## src/rtl/laplace_pkg.sv

```systemverilog
// Shared types and constants for the bit-serial Laplace accumulate stage.
package laplace_pkg;

   typedef enum logic [1:0] {
      IDLE = 2'd0,
      ADD  = 2'd1,
      DONE = 2'd2
   } state_t;

   localparam int DEF_W     = 8;
   localparam int DEF_ACC_W = 12;
   localparam int MAX_SHIFT = 2;

   // Shift codes above MAX_SHIFT saturate to MAX_SHIFT.
   function automatic logic [1:0] clamp_shift(input logic [1:0] shift);
      return (shift > 2'(MAX_SHIFT)) ? 2'(MAX_SHIFT) : shift;
   endfunction

endpackage

```

## src/rtl/laplace_serial_mac_fa_slice.sv

```systemverilog
// One-bit adder slice with a registered carry; APPROX selects the approximate
// cell (sum forced low on the 1+1+1 input case) or the exact full adder.
module serial_fa_slice #(
   parameter bit APPROX = 1'b1
) (
   input  logic clk,
   input  logic rst_n,
   input  logic a,
   input  logic b,
   input  logic carry_load,
   input  logic carry_init,
   input  logic en,
   output logic s,
   output logic cout_q
);

   logic cout;

   // NOTE: every variable assigned in always_comb gets a value on every path
   // (here the plain assignments come first), otherwise a latch is inferred.
   always_comb begin
      cout = (a & b) | (cout_q & (a ^ b));
      s    = a ^ b ^ cout_q;
      if (APPROX && a && b && cout_q) begin
         s = 1'b0;
      end
   end

   // NOTE: sequential state uses non-blocking assignments so all flops update
   // together at the clock edge regardless of statement order.
   always_ff @(posedge clk or negedge rst_n) begin
      if (!rst_n) begin
         cout_q <= 1'b0;
      end else if (carry_load) begin
         cout_q <= carry_init;
      end else if (en) begin
         cout_q <= cout;
      end
   end

endmodule

```

## src/rtl/laplace_serial_mac.sv

```systemverilog
// Bit-serial signed accumulator for one Laplace kernel output: each term is
// shifted, optionally negated, and added LSB-first through a single slice.
module laplace_serial_mac
   import laplace_pkg::*;
#(
   parameter int W      = DEF_W,
   parameter int ACC_W  = DEF_ACC_W,
   parameter bit APPROX = 1'b1
) (
   input  logic             clk,
   input  logic             rst_n,
   input  logic             in_valid,
   output logic             in_ready,
   input  logic [W-1:0]     in_pix,
   input  logic [1:0]       in_shift,
   input  logic             in_neg,
   input  logic             in_last,
   output logic             out_valid,
   input  logic             out_ready,
   output logic [ACC_W-1:0] out_sum
);

   localparam int               CNT_W    = $clog2(ACC_W);
   localparam logic [CNT_W-1:0] CNT_LAST = CNT_W'(ACC_W - 1);

   state_t           state, state_nxt;
   logic [ACC_W-1:0] acc, op;
   logic [ACC_W-1:0] shifted, operand;
   logic [CNT_W-1:0] cnt;
   logic             last_q;
   logic             accept, adding, add_done, sum_bit, carry_q;

   assign in_ready  = rst_n && (state == IDLE);
   assign out_valid = (state == DONE);
   assign out_sum   = acc;
   assign accept    = in_valid && in_ready;
   assign adding    = (state == ADD);
   assign add_done  = adding && (cnt == CNT_LAST);

   // Negation is ones' complement here; the +1 enters through the carry seed.
   always_comb begin
      shifted = ACC_W'(in_pix) << clamp_shift(in_shift);
      operand = in_neg ? ~shifted : shifted;
   end

   always_comb begin
      state_nxt = state;
      unique case (state)
         IDLE: if (accept)    state_nxt = ADD;
         ADD:  if (add_done)  state_nxt = last_q ? DONE : IDLE;
         DONE: if (out_ready) state_nxt = IDLE;
         default:             state_nxt = IDLE;
      endcase
   end

   always_ff @(posedge clk or negedge rst_n) begin
      if (!rst_n) begin
         state <= IDLE;
      end else begin
         state <= state_nxt;
      end
   end

   always_ff @(posedge clk or negedge rst_n) begin
      if (!rst_n) begin
         acc    <= '0;
         op     <= '0;
         cnt    <= '0;
         last_q <= 1'b0;
      end else if (accept) begin
         op     <= operand;
         last_q <= in_last;
         cnt    <= '0;
      end else if (adding) begin
         acc <= {sum_bit, acc[ACC_W-1:1]};
         op  <= {1'b0, op[ACC_W-1:1]};
         cnt <= cnt + 1'b1;
      end else if (out_valid && out_ready) begin
         acc <= '0;
      end
   end

   // The carry left after the MSB is never consumed: the sum wraps mod 2^ACC_W.
   serial_fa_slice #(
      .APPROX(APPROX)
   ) u_slice (
      .clk       (clk),
      .rst_n     (rst_n),
      .a         (acc[0]),
      .b         (op[0]),
      .carry_load(accept),
      .carry_init(in_neg),
      .en        (adding),
      .s         (sum_bit),
      .cout_q    (carry_q)
   );

endmodule

```

## config.mk

```make
export PLATFORM = sky130hd
export DESIGN_NAME = laplace_serial_mac
export DESIGN_NICKNAME = d
export VERILOG_FILES = /design/src/rtl/laplace_pkg.sv /design/src/rtl/laplace_serial_mac_fa_slice.sv /design/src/rtl/laplace_serial_mac.sv
export SDC_FILE = /design/constraint.sdc
export NUM_CORES = 1
export LEC_CHECK = 0
export BUFFER_PORTS_ARGS = -buffer_cell sky130_fd_sc_hd__buf_4
export CAP_MARGIN = 20
export CORE_MARGIN = 2
export CORE_UTILIZATION = 49
export DETAILED_ROUTE_END_ITERATION = 6
export GPL_TIMING_DRIVEN = 1
export PLACE_DENSITY = 0.74
export SLEW_MARGIN = 20
export SYNTH_ARGS = -nofsm -noshare
export SYNTH_HDL_FRONTEND = slang
export SYNTH_SLANG_ARGS = --single-unit
```

## constraint.sdc

```tcl
create_clock -name clk -period 1.15 [get_ports clk]
set_input_delay 0.2875 -clock clk [delete_from_list [all_inputs] [get_ports clk]]
set_output_delay 0.2875 -clock clk [all_outputs]
set_load 0.05 [all_outputs]
```

; ---- Word level (Yosys, flattened, before mapping)
; Index checks and enable logic that the tools add are counted.
[word_totals]
ff_bits = 32
in_bits = 16
out_inout_bits = 14
[op_classes]
n_lt_le_gt_ge = 1
bitwise_logic = 7
muxes = 16
n_eq_ne = 6
n_addsub = 1
n_shift = 1
reduce_logical = 11
[ops]
columns = operator, count
row1 = two-way mux 12 bit, 5
row2 = NOT 12 bit, 1
row3 = << shifter 8 x 2 -> 12 bit, 1
row4 = two-way mux 2 bit, 5
row5 = two-way mux 4 bit, 2
row6 = logical AND 1 bit, 6
row7 = case mux 2 bit (3 select lines), 1
row8 = "adder 4 x 1 -> 4 bit, second input constant", 1
row9 = "== test 4 bit, second input constant", 1
row10 = "!= test 2 x 1 -> 1 bit, second input constant", 2
row11 = nonzero test 2 bit, 2
row12 = two-way mux 1 bit, 3
row13 = AND reduction 3 bit, 1
row14 = bitwise AND 1 bit, 2
row15 = "== test 2 x 1 -> 1 bit, second input constant", 1
row16 = "== test 2 bit, second input constant", 1
row17 = "> comparator 2 bit, second input constant", 1
row18 = logical NOT 2 bit, 1
row19 = "!= test 2 bit, second input constant", 1
row20 = AND reduction 2 bit, 1
row21 = bitwise XOR 1 bit, 2
row22 = NOT 1 bit, 1
row23 = bitwise OR 1 bit, 1

; ---- Logic depth before layout (Yosys ltp)
; Gate-level depths: netlist of run 1.
[logic_depth]
depth_word = 6
ltp_mapped = 5
ltp_nobuf = 4

; ---- Cells and area by module
; Synthesis of run 1 repeated with hierarchy kept, for this count alone.
[unflattened]
hier_cells = 161
hier_area_um2 = 1694.1
[by_module_without_submodules]
columns = module, area_each_um2, cells_each, instances
row1 = laplace_serial_mac, 1594.0, 150, 1
row2 = serial_fa_slice, 100.1, 11, 1

; ---- Worst setup path before layout of run 1
; No wires, ideal clock.
[synth_path]
path_type = register to output
startpoint = reg state[1]
endpoint = out in_ready
n_path_buf = 0
t_arrival_ns = 1.583
slack_ns = -0.721
stages_incl_launch_ff = 2
path_cell_list = dfrtp_1 nor3b_1
[synth_via]
elab_chain_len = 2
[synth_lines]
columns = item, line
row1 = from (decl), laplace_serial_mac.sv:26  ; state_t state, state_nxt;
row2 = from (signal assigned), laplace_serial_mac.sv:60  ; state <= state_nxt;
row3 = logical NOT 2 bit, laplace_serial_mac.sv:33  ; assign in_ready = rst_n && (state == IDLE);
row4 = logical AND 1 bit, laplace_serial_mac.sv:33
row5 = to (decl), laplace_serial_mac.sv:13  ; output logic in_ready,
; No other way between the ends.

; ---- Worst setup path in the final report of run 1
; Same ends and word-level chain as after synthesis.

==> flow_summary.yaml, run 1 <==
synthesis:
  synth.distinct_cells: 34
  synth_cells: 161
  syn-num-nets: 180
  synth_top_family_by_area: "compound AO/OA/AOI/OAI gates"
  ys_seq_elements: 32
  synthAdderAreaFrac_pct: 2.65
  synth-xor-area-share_pct: 6.70
  synth-simple-area-share_pct: 13.7
  yosysWarnings: 0
  synth_top_area_share_pct: 47.1
  ys_seq_area_share_pct: 47.1
  synth-compound-area-share_pct: 18.2
  yosys-top-cells-area: "dfrtp_1 (47%), a22o_1 (6.2%), xnor2_1 (5.7%)"
  syn-cell-area_um2: 1700
  yosysTopAreaCell: "dfrtp_1"
  synthMuxAreaShare_pct: 4.71
  syn_avg_cell_area_um2: 10.6
clock_tree:
  clk_pin_slew_worst_paths_ns: 0.10
  cts_buffers: 5
  ctsHtreeMaxLevel: 2
  cts_tree: "yes"
  cts.sinks: 32
  clkLatencyLatePin_ns: 0.34
  clk_path_buf_depth: 2
  cts-root-buf: "clkbuf_4"
timing:
  fmax_mhz: 631
  slew-limit-headroom_pct: 83.1
  rsz0062_at_grt: "true"
  worstMarginPinSlew_ns: 0.253
  setup_viol: 46
  timing.final.ws_setup_ns: -0.434
  maxSlewViolCount: 0
  hold_viol_final: 0
  final.setup.tns_ns: -8.95
  worst_clock_skew_ns: 0.00852
  min_period_ns: 1.58
  min_period_over_period_pct: 138
drt:
  drtIter0Drc: 95
  num_vias: 1573
  wirelength_um: 5280
  final_antenna_net_count: 0
  avgViaCountPerCell: 5.56
  wl_per_cell_um: 18.6
  drcViolationCount: 0
  firstDrtPassIters: 5
global_routing:
  grt-ovfl-total: 0
  first_global_vias: 1559
  antenna_found_initial: 0
  grt.total_usage_pct: 27.3
  grt_max_degree: 20
  grt_pass1_wl_um: 8220
worst_setup_path:
  cp-end-kind: "output pin"
  startpoint_type: "flop"
  worst-setup-path-type: "flop to output pin"
  cp.required_ns: 0.86
  arrival_ns: 1.30
  crit_fanout: 2
final_layout:
  drive_above_1_share_pct: 51.5
  nets: 255
  final_util_pct: 81.6
  syn_to_final_growth_pct: 60.2
  diodes: 0
pwr:
  ir_drop_v: 0.00154
  p_leak_nw: 1.28
  p_per_area_nw_per_um2: 2820
floorplan:
  die_x_um: 62.9
  dieArea_um2: 3960
  die_h_um: 62.9
  core_area_um2: 3340
  initial_core_util_pct: 51.0
  num_rows: 21
  ios: 30
place:
  gp_congestion: 0.739
  dp_hpwl_um: 2520
  portBuffers: 29
run:
  maxCapViolations: 0
status:
  status: "finished, violations left"
  violations: "negative setup slack"
hold_path:
  hp-class: "input port to flop"
## cell type report
type                       instances  area (um^2)
inverter                           5         26.3
sequential                        32          803
fill                             169          613
clock inverter                     1         30.0
multi-input combinational        113          940
timing repair buffer              79          802
tap                               46         57.6
clock buffer                       7         65.1
## stage by stage
stage / cell area, um^2 / total power [mW] / cells / setup slack [ns] / hold WS, ns
2_1_floorplan: 1820 / 4.28 / 161 / -0.0859 / -0.00809
3_3_place_gp: 2150 / 5.05 / 243 / -0.0941 / 0.268
3_5_place_dp: 2150 / 5.15 / 243 / -0.133 / 0.278
4_1_cts: 2600 / 6.97 / 278 / -0.395 / 0.158
5_1_grt: 2720 / 8.04 / 283 / -0.489 / 0.163
6_report: 2720 / 7.68 / 283 / -0.434 / 0.172
## timing repair
action / CTS / global route
resized for setup: 25 / 21
setup buffers: 22 / 4
gates cloned: 3 / 1
pin swaps: 3 / 12
hold buffers: 2 / 1
endpoints found under the setup margin: 45 / 65
hold endpoints to repair: 32 / 19
## cells by family after synthesis
family,Yosys count
DFF,32
buffers and inverters,17
adders and majority gates,3
muxes,8
and+or+nand+nor,43
xor gates and xnor gates,13
AOI/OAI and AO/OA,45
## worst paths after layout
| kind | startpoint | endpoint | slack, ns | cells after the start |
|---|---|---|---|---|
| setup reg to reg | state[1] | op[2] | -0.34 | 6 |
| max in group asynchronous | rst_n | state[1] | 0.43 | 4 |
| setup / recovery | state[1] | in_ready | -0.43 | 3 |
| hold / removal | out_ready | state[1] | 0.17 | 2 |
| min in group asynchronous | rst_n | last_q | 0.47 | 3 |
| hold reg to reg | op[11] | op[10] | 0.51 | 2 |
## Yosys cell counts
| cell | count |
|---|---|
| nand4_1 | 1 |
| a22o_1 | 12 |
| inv_2 | 1 |
| o211ai_1 | 1 |
| nor3b_1 | 1 |
| nor2b_4 | 1 |
| dfrtp_1 | 32 |
| and4bb_1 | 1 |
| nand3b_1 | 1 |
| o32ai_1 | 1 |
| a21oi_2 | 1 |
| o21ai_0 | 4 |
| o21ai_1 | 6 |
| nor2_4 | 1 |
| buf_4 | 3 |
| nand3_1 | 1 |
| buf_6 | 5 |
| inv_1 | 4 |
| xnor2_1 | 11 |
| nand2b_1 | 2 |
| a211oi_1 | 8 |
| ha_1 | 2 |
| nor3b_2 | 1 |
| a21o_1 | 1 |
| and2_0 | 1 |
| xor2_1 | 2 |
| nor2_1 | 5 |
| and2_1 | 7 |
| fa_1 | 1 |
| buf_2 | 4 |
| a21oi_1 | 10 |
| a211oi_2 | 1 |
| nand2_1 | 20 |
| mux2i_1 | 8 |
## sequential cells by signal, indices dropped and copies added (netlist names)
register and cells:
u_slice.cout_q 1, cnt 4, op 12, last_q 1, out_sum 12, state 2
## placed cells by master (no fill, tap or decap), types with 4 or more instances in the layout
cell type | Yosys | final
buf_4 | 3 | 45
dfrtp_1 | 32 | 30
a21oi_2 | 1 | 8
o21ai_1 | 6 | 8
buf_6 | 5 | 23
clkbuf_4 | 0 | 5
nor2_1 | 5 | 5
xnor2_1 | 11 | 10
and2_1 | 7 | 4
a211oi_2 | 1 | 8
mux2i_1 | 8 | 8
nand2_1 | 20 | 19
a22o_1 | 12 | 12
## power breakdown
group          internal (mW)  leakage [nW]  switching (mW)
combinational           2.34         0.820            2.31
sequential              1.62         0.404           0.418
clock                  0.577        0.0515           0.416
total                   4.53          1.28            3.15
## critical path, stage by stage (launching register included)
cell and delay [ns]:
dfrtp_2 0.44, buf_6 0.14, nor3b_4 0.20, buf_6 0.18
## per-layer routing
layer / track usage (%) / vias up / wire length [um]
met5: 0 / - / 0
met4: 10.0 / 0 / 78
met3: 5.59 / 7 / 273
met2: 43.5 / 58 / 2680
met1: 36.9 / 793 / 2240
li1: - / 715 / -
Power figures use the tool's default switching activity.
==> inputs of run 2 (changes only) <==
--- a/config.mk
+++ b/config.mk
@@ -5,13 +5,15 @@
 export SDC_FILE = /design/constraint.sdc
 export NUM_CORES = 1
 export LEC_CHECK = 0
+export ABC_AREA = 1
 export BUFFER_PORTS_ARGS = -buffer_cell sky130_fd_sc_hd__buf_4
 export CAP_MARGIN = 20
 export CORE_MARGIN = 2
-export CORE_UTILIZATION = 49
+export CORE_UTILIZATION = 50
+export CTS_CLUSTER_DIAMETER = 60
 export DETAILED_ROUTE_END_ITERATION = 6
 export GPL_TIMING_DRIVEN = 1
-export PLACE_DENSITY = 0.74
+export PLACE_DENSITY = 0.75
 export SLEW_MARGIN = 20
 export SYNTH_ARGS = -nofsm -noshare
 export SYNTH_HDL_FRONTEND = slang
==> run 2 against run 1 <==
  * The flow finishes with violations (negative hold slack, negative setup slack)
  * Global-route usage decreased by 3.3 points
  * Clock-buffer cell count decreased by 1
  * Sequential cell count unchanged
  * Combinational power decreased by 1%
==> flow_summary.yaml, run 2 <==
status:
  status: "finished, violations left"
  violations: "negative hold slack, negative setup slack"
floorplan:
  dieArea_um2: 4210
  core_area_um2: 3610
  die_h_um: 64.9
  num_rows: 22
  die_x_um: 64.9
  ios: 30
  initial_core_util_pct: 51.5
pwr:
  p_per_area_nw_per_um2: 2710
  p_leak_nw: 1.47
  ir_drop_v: 0.00124
  power.total_mw: 7.41
clock_tree:
  clk_pin_slew_worst_paths_ns: 0.08
  cts_buffers: 5
  cts.sinks: 32
  cts-root-buf: "clkbuf_8"
  cts_tree: "yes"
  clkLatencyLatePin_ns: 0.30
  ctsHtreeMaxLevel: 2
  clk_path_buf_depth: 2
  hold_buffers: 0
synthesis:
  ys_seq_area_share_pct: 43.2
  synth.distinct_cells: 27
  syn-cell-area_um2: 1860
  syn_avg_cell_area_um2: 7.25
  yosysWarnings: 0
  synth_flop_cell: "dfrtp_1"
  synth_top_area_share_pct: 43.2
  yosys-top-cells-area: "dfrtp_1 (43%), nand2_1 (23%), inv_1 (6.9%)"
  yosysTopAreaCell: "dfrtp_1"
  syn-num-nets: 275
  ys_seq_elements: 32
  ys_top_cells_by_count: "nand2_1 (114), inv_1 (34), dfrtp_1 (32), nand3_1 (17), o22ai_1 (11)"
  async_flop_share_pct: 100
  synth_edf_count: 0
  synth_most_common_cell: "nand2_1"
  synth_cells: 256
timing:
  fmax_mhz: 652
  worstMarginPinSlew_ns: 0.276
  slew-limit-headroom_pct: 81.6
  final.setup.tns_ns: -6.72
  maxSlewViolCount: 0
  worst_clock_skew_ns: 0.0138
  min_period_over_period_pct: 133
  timing.final.ws_setup_ns: -0.384
  min_period_ns: 1.53
  whs_ns: -0.00553
  rsz0062_at_grt: "true"
  hold_viol_final: 2
  setup_viol: 37
final_layout:
  sequential_cell_area_um2: 803
  fillers: 254
  nets: 348
  drive_above_1_share_pct: 34.8
  fin_area_um2: 2740
  diodes: 0
  most-common-layout-cells: "nand2_1 (112), buf_4 (50), dfrtp_1 (30), inv_1 (29), buf_6 (18)"
  syn_to_final_growth_pct: 47.6
  final_common_cell: "nand2_1"
  multi_input_area_um2: 1030
drt:
  met3_length_um: 275
  final_antenna_net_count: 0
  route.met2.wl_um: 2840
  drtIter0Drc: 135
  wirelength_um: 5490
  firstDrtPassIters: 4
  wl_per_cell_um: 14.5
  m1WireLength_um: 2200
  top_layer: "met4"
  avgViaCountPerCell: 5.16
  num_vias: 1949
  drcViolationCount: 0
worst_setup_path:
  cp.required_ns: 0.86
  rr_worst_depth: 9
  cp-end-kind: "output pin"
  crit_fanout: 2
  arrival_ns: 1.25
  r2r-end: "op[0]"
  reg2reg_slack_ns: -0.33
  worst-setup-path-type: "flop to output pin"
  startpoint_type: "flop"
  rr_startpoint: "state[1]"
global_routing:
  antenna_found_initial: 0
  grt.total_usage_pct: 24.0
  grt_max_degree: 18
  first_global_vias: 1772
  grt-ovfl-total: 0
  grt_pass1_wl_um: 7660
place:
  dp_hpwl_um: 3140
  placed_area_um2: 2310
  portBuffers: 29
  gp_congestion: 0.851
hold_path:
  hp-class: "input port to async pin"
run:
  maxCapViolations: 0
run 2: critical path, stage by stage, from the launching register on:
cell     delay, ns
dfrtp_2       0.44
nor2_4        0.13
buf_6         0.10
and2_4        0.14
buf_8         0.14
run 2: power by group:
group | total (mW) | internal (mW) | leakage (nW) | switching [mW]
clock network | 0.926 | 0.477 | 0.0510 | 0.449
logic | 4.59 | 1.95 | 1.00 | 2.64
registers | 1.90 | 1.59 | 0.411 | 0.313
total | 7.41 | 4.01 | 1.47 | 3.40
run 2: timing repair:
item / 4_1_cts / 5_1_grt
hold endpoints to repair: 0 / 0
setup buffers: 9 / 4
gates resized for setup: 31 / 20
cloned: 4 / 0
setup endpoints to repair: 38 / 45
pin swaps: 8 / 5
run 2: cell families (layout without fill, tap and decap cells):
kind of cell             after synthesis  count (layout)  synth area share (%)
adder cells (fa/ha/maj)                3               3                  2.43
flip-flops                            32              32                  43.2
buffers and inverters                 45             115                  10.4
AO/OA/AOI/OAI                         27              27                  8.63
AND/OR/NAND/NOR                      149             153                  35.4
run 2: layer usage:
metal	up-vias	global-route usage [%]
met5	-	0
met4	0	8.51
met3	16	5.56
met2	64	42.1
met1	919	28.5
li1	950	-
run 2: stage by stage:
stage | std cells | worst slack (ns) | util (%)
2_1_floorplan | 256 | -0.114 | -
3_3_place_gp | 353 | -0.162 | 64.0
3_5_place_dp | 353 | -0.204 | 64.0
4_1_cts | 374 | -0.332 | 72.3
5_1_grt | 378 | -0.400 | 76.0
6_report | 378 | -0.384 | 76.0
run 2: area by class of cell:
type,count,area share (%)
clock inverters,2,0.365
multi-input cells,183,37.5
inverters,37,5.44
repair buffers,70,22.2
flip-flops and latches,32,29.3
clock buffers,6,3.02
well taps,48,2.19
run 2: worst max-delay path by stage:
stage                        start     endpoint  cells past startpoint
final                     state[1]     in_ready                      4
after global routing      state[1]     in_ready                      4
after CTS                 state[0]     in_ready                      4
after detailed placement  state[1]        op[2]                      7
after global placement    state[1]        op[7]                      7
after floorplan           state[1]  out_sum[10]                      6
==> inputs of run 3 (changes only) <==
--- a/config.mk
+++ b/config.mk
@@ -5,15 +5,16 @@
 export SDC_FILE = /design/constraint.sdc
 export NUM_CORES = 1
 export LEC_CHECK = 0
-export ABC_AREA = 1
+export ABC_AREA = 0
 export BUFFER_PORTS_ARGS = -buffer_cell sky130_fd_sc_hd__buf_4
 export CAP_MARGIN = 20
+export CORE_ASPECT_RATIO = 2
 export CORE_MARGIN = 2
-export CORE_UTILIZATION = 50
+export CORE_UTILIZATION = 49
 export CTS_CLUSTER_DIAMETER = 60
 export DETAILED_ROUTE_END_ITERATION = 6
 export GPL_TIMING_DRIVEN = 1
-export PLACE_DENSITY = 0.75
+export PLACE_DENSITY = 0.74
 export SLEW_MARGIN = 20
 export SYNTH_ARGS = -nofsm -noshare
 export SYNTH_HDL_FRONTEND = slang
==> run 3 against run 2 <==
  * The flow finishes with violations (negative setup slack)
  * Utilization up 5.7 points
  * Sequential cell count unchanged
  * Setup slack better by 0.0034 ns
  * Largest power group unchanged
  * Via count down 22%
  * Register-to-register slack worse by 0.05 ns
  * Die area down 5.4%
  * Critical path type is now flop to flop
==> flow_summary.yaml, run 3 (same netlist as run 1, synthesis figures left out) <==
clock_tree:
  clk_pin_slew_worst_paths_ns: 0.07
  cts_buffers: 5
  clkLatencyLatePin_ns: 0.29
  cts.sinks: 32
  cts-root-buf: "clkbuf_8"
  cts_tree: "yes"
  ctsHtreeMaxLevel: 2
  clk_path_buf_depth: 2
floorplan:
  num_rows: 30
  initial_core_util_pct: 50.9
  die_h_um: 87.3
  dieArea_um2: 3990
  die_x_um: 45.7
  ios: 30
  core_area_um2: 3340
pwr:
  p_leak_nw: 1.27
  clock_power_share_pct: 11.7
  seq_power_share_pct: 27.1
  p_per_area_nw_per_um2: 2830
  p_sw_mw: 3.24
  p_sw_share_pct: 42.0
  ir_drop_v: 0.00147
  p_comb_share_pct: 61.2
  p_int_mw: 4.48
timing:
  setup_viol: 38
  maxSlewViolCount: 0
  final.setup.tns_ns: -8.73
  worst_clock_skew_ns: 0.00400
  rsz0062_at_grt: "true"
  slew-limit-headroom_pct: 77.0
  min_period_over_period_pct: 133
  fmax_mhz: 653
  worstMarginPinSlew_ns: 0.344
  min_period_ns: 1.53
  timing.final.ws_setup_ns: -0.380
  hold_viol_final: 0
status:
  status: "finished, violations left"
  violations: "negative setup slack"
final_layout:
  nets: 249
  syn_to_final_growth_pct: 60.3
  final_util_pct: 81.6
  diodes: 0
  drive_above_1_share_pct: 52.8
  most-common-layout-cells: "buf_4 (39), dfrtp_1 (30), buf_6 (25), nand2_1 (16), a22o_1 (12)"
  fin_area_um2: 2730
  final_common_cell: "buf_4"
worst_setup_path:
  crit_fanout: 7
  cp.required_ns: 1.30
  worst-setup-path-type: "flop to flop"
  startpoint_type: "flop"
  arrival_ns: 1.68
  cp-end-kind: "flop"
hold_path:
  hp-class: "input port to async pin"
place:
  dp_hpwl_um: 2680
  gp_congestion: 0.743
  placed_area_um2: 2150
  dpl_worst_slack_ns: -0.149
  portBuffers: 29
global_routing:
  grt_pass1_wl_um: 7070
  grt_max_degree: 19
  first_global_vias: 1558
  grt-ovfl-total: 0
  antenna_found_initial: 0
  grt.total_usage_pct: 24.6
drt:
  num_vias: 1527
  final_antenna_net_count: 0
  wl_per_cell_um: 19.4
  firstDrtPassIters: 4
  drcViolationCount: 0
  wirelength_um: 5090
  drtIter0Drc: 32
  avgViaCountPerCell: 5.81
run:
  maxCapViolations: 0
[run 3: cell count changes in the layout (fill, tap and decap cells not counted), moves of 8 or more]
cell / previous run / this run
nand2_1: 112 / 16
inv_1: 29 / 4
nand3_1: 17 / 1
a22o_1: 0 / 12
buf_4: 50 / 39
xnor2_1: 0 / 10
mux2i_1: 0 / 8
[run 3: layout make-up]
class                      count  area, um^2
multi-input combinational    112        1010
inverter                       5        26.3
clock buffer                   8        90.1
fill                         170         614
tap                           32        40.0
sequential                    32         803
timing repair buffer          74         754
[run 3: per-layer routing]
| metal | vias up | global-route usage, % | share of wire (%) |
|---|---|---|---|
| li1 | 693 | - | - |
| met4 | 0 | 7.75 | 3.7 |
| met3 | 17 | 4.98 | 4.3 |
| met2 | 59 | 46.1 | 56 |
| met5 | - | 0 | 0 |
| met1 | 758 | 25.2 | 36 |
[run 3: power by group through the flow]
stage          Sequential (mW)  Clock (mW)  Combinational (mW)
4_1_cts                   2.01       0.894                3.93
2_1_floorplan             2.53           0                1.75
3_3_place_gp              1.97           0                3.16
3_5_place_dp              1.99           0                3.26
5_1_grt                   2.13       0.963                4.97
6_report                  2.09       0.906                4.72
[run 3: final timing paths]
| path | cells after the start | endpoint | slack, ns | start |
|---|---|---|---|---|
| worst max-delay path | 6 | op[10] | -0.38 | state[1] |
| worst min-delay path | 3 | last_q | 0.07 | rst_n |
| worst max register to register | 6 | op[10] | -0.38 | state[1] |
| worst min register to register | 2 | op[11] | 0.55 | op[11] |
| max in group asynchronous | 3 | op[10] | 0.40 | rst_n |
| min in group clk | 3 | last_q | 0.21 | in_last |
[run 3: timing repair]
item / in CTS / in global routing
endpoints found under the hold margin: 10 / 0
gates cloned: 2 / 1
buffers inserted: 10 / 17
hold buffers: 1 / 0
setup endpoints to repair: 44 / 45
pin swaps: 5 / 24
gates resized for setup: 38 / 32
[run 3: through the flow]
stage / cells / hold WS, ns / power, mW
2_1_floorplan: 161 / -0.00809 / 4.28
6_report: 263 / 0.0742 / 7.71
3_5_place_dp: 231 / 0.293 / 5.26
4_1_cts: 252 / 0.0687 / 6.84
3_3_place_gp: 231 / 0.291 / 5.13
5_1_grt: 263 / 0.0853 / 8.07
[run 3: worst max-delay path: stages (launching register included)]
cell and delay (ns):
dfrtp_2 0.44, buf_6 0.13, and4bb_4 0.42, buf_12 0.16
nor2_4 0.05, nand2_1 0.08, nand3_1 0.10
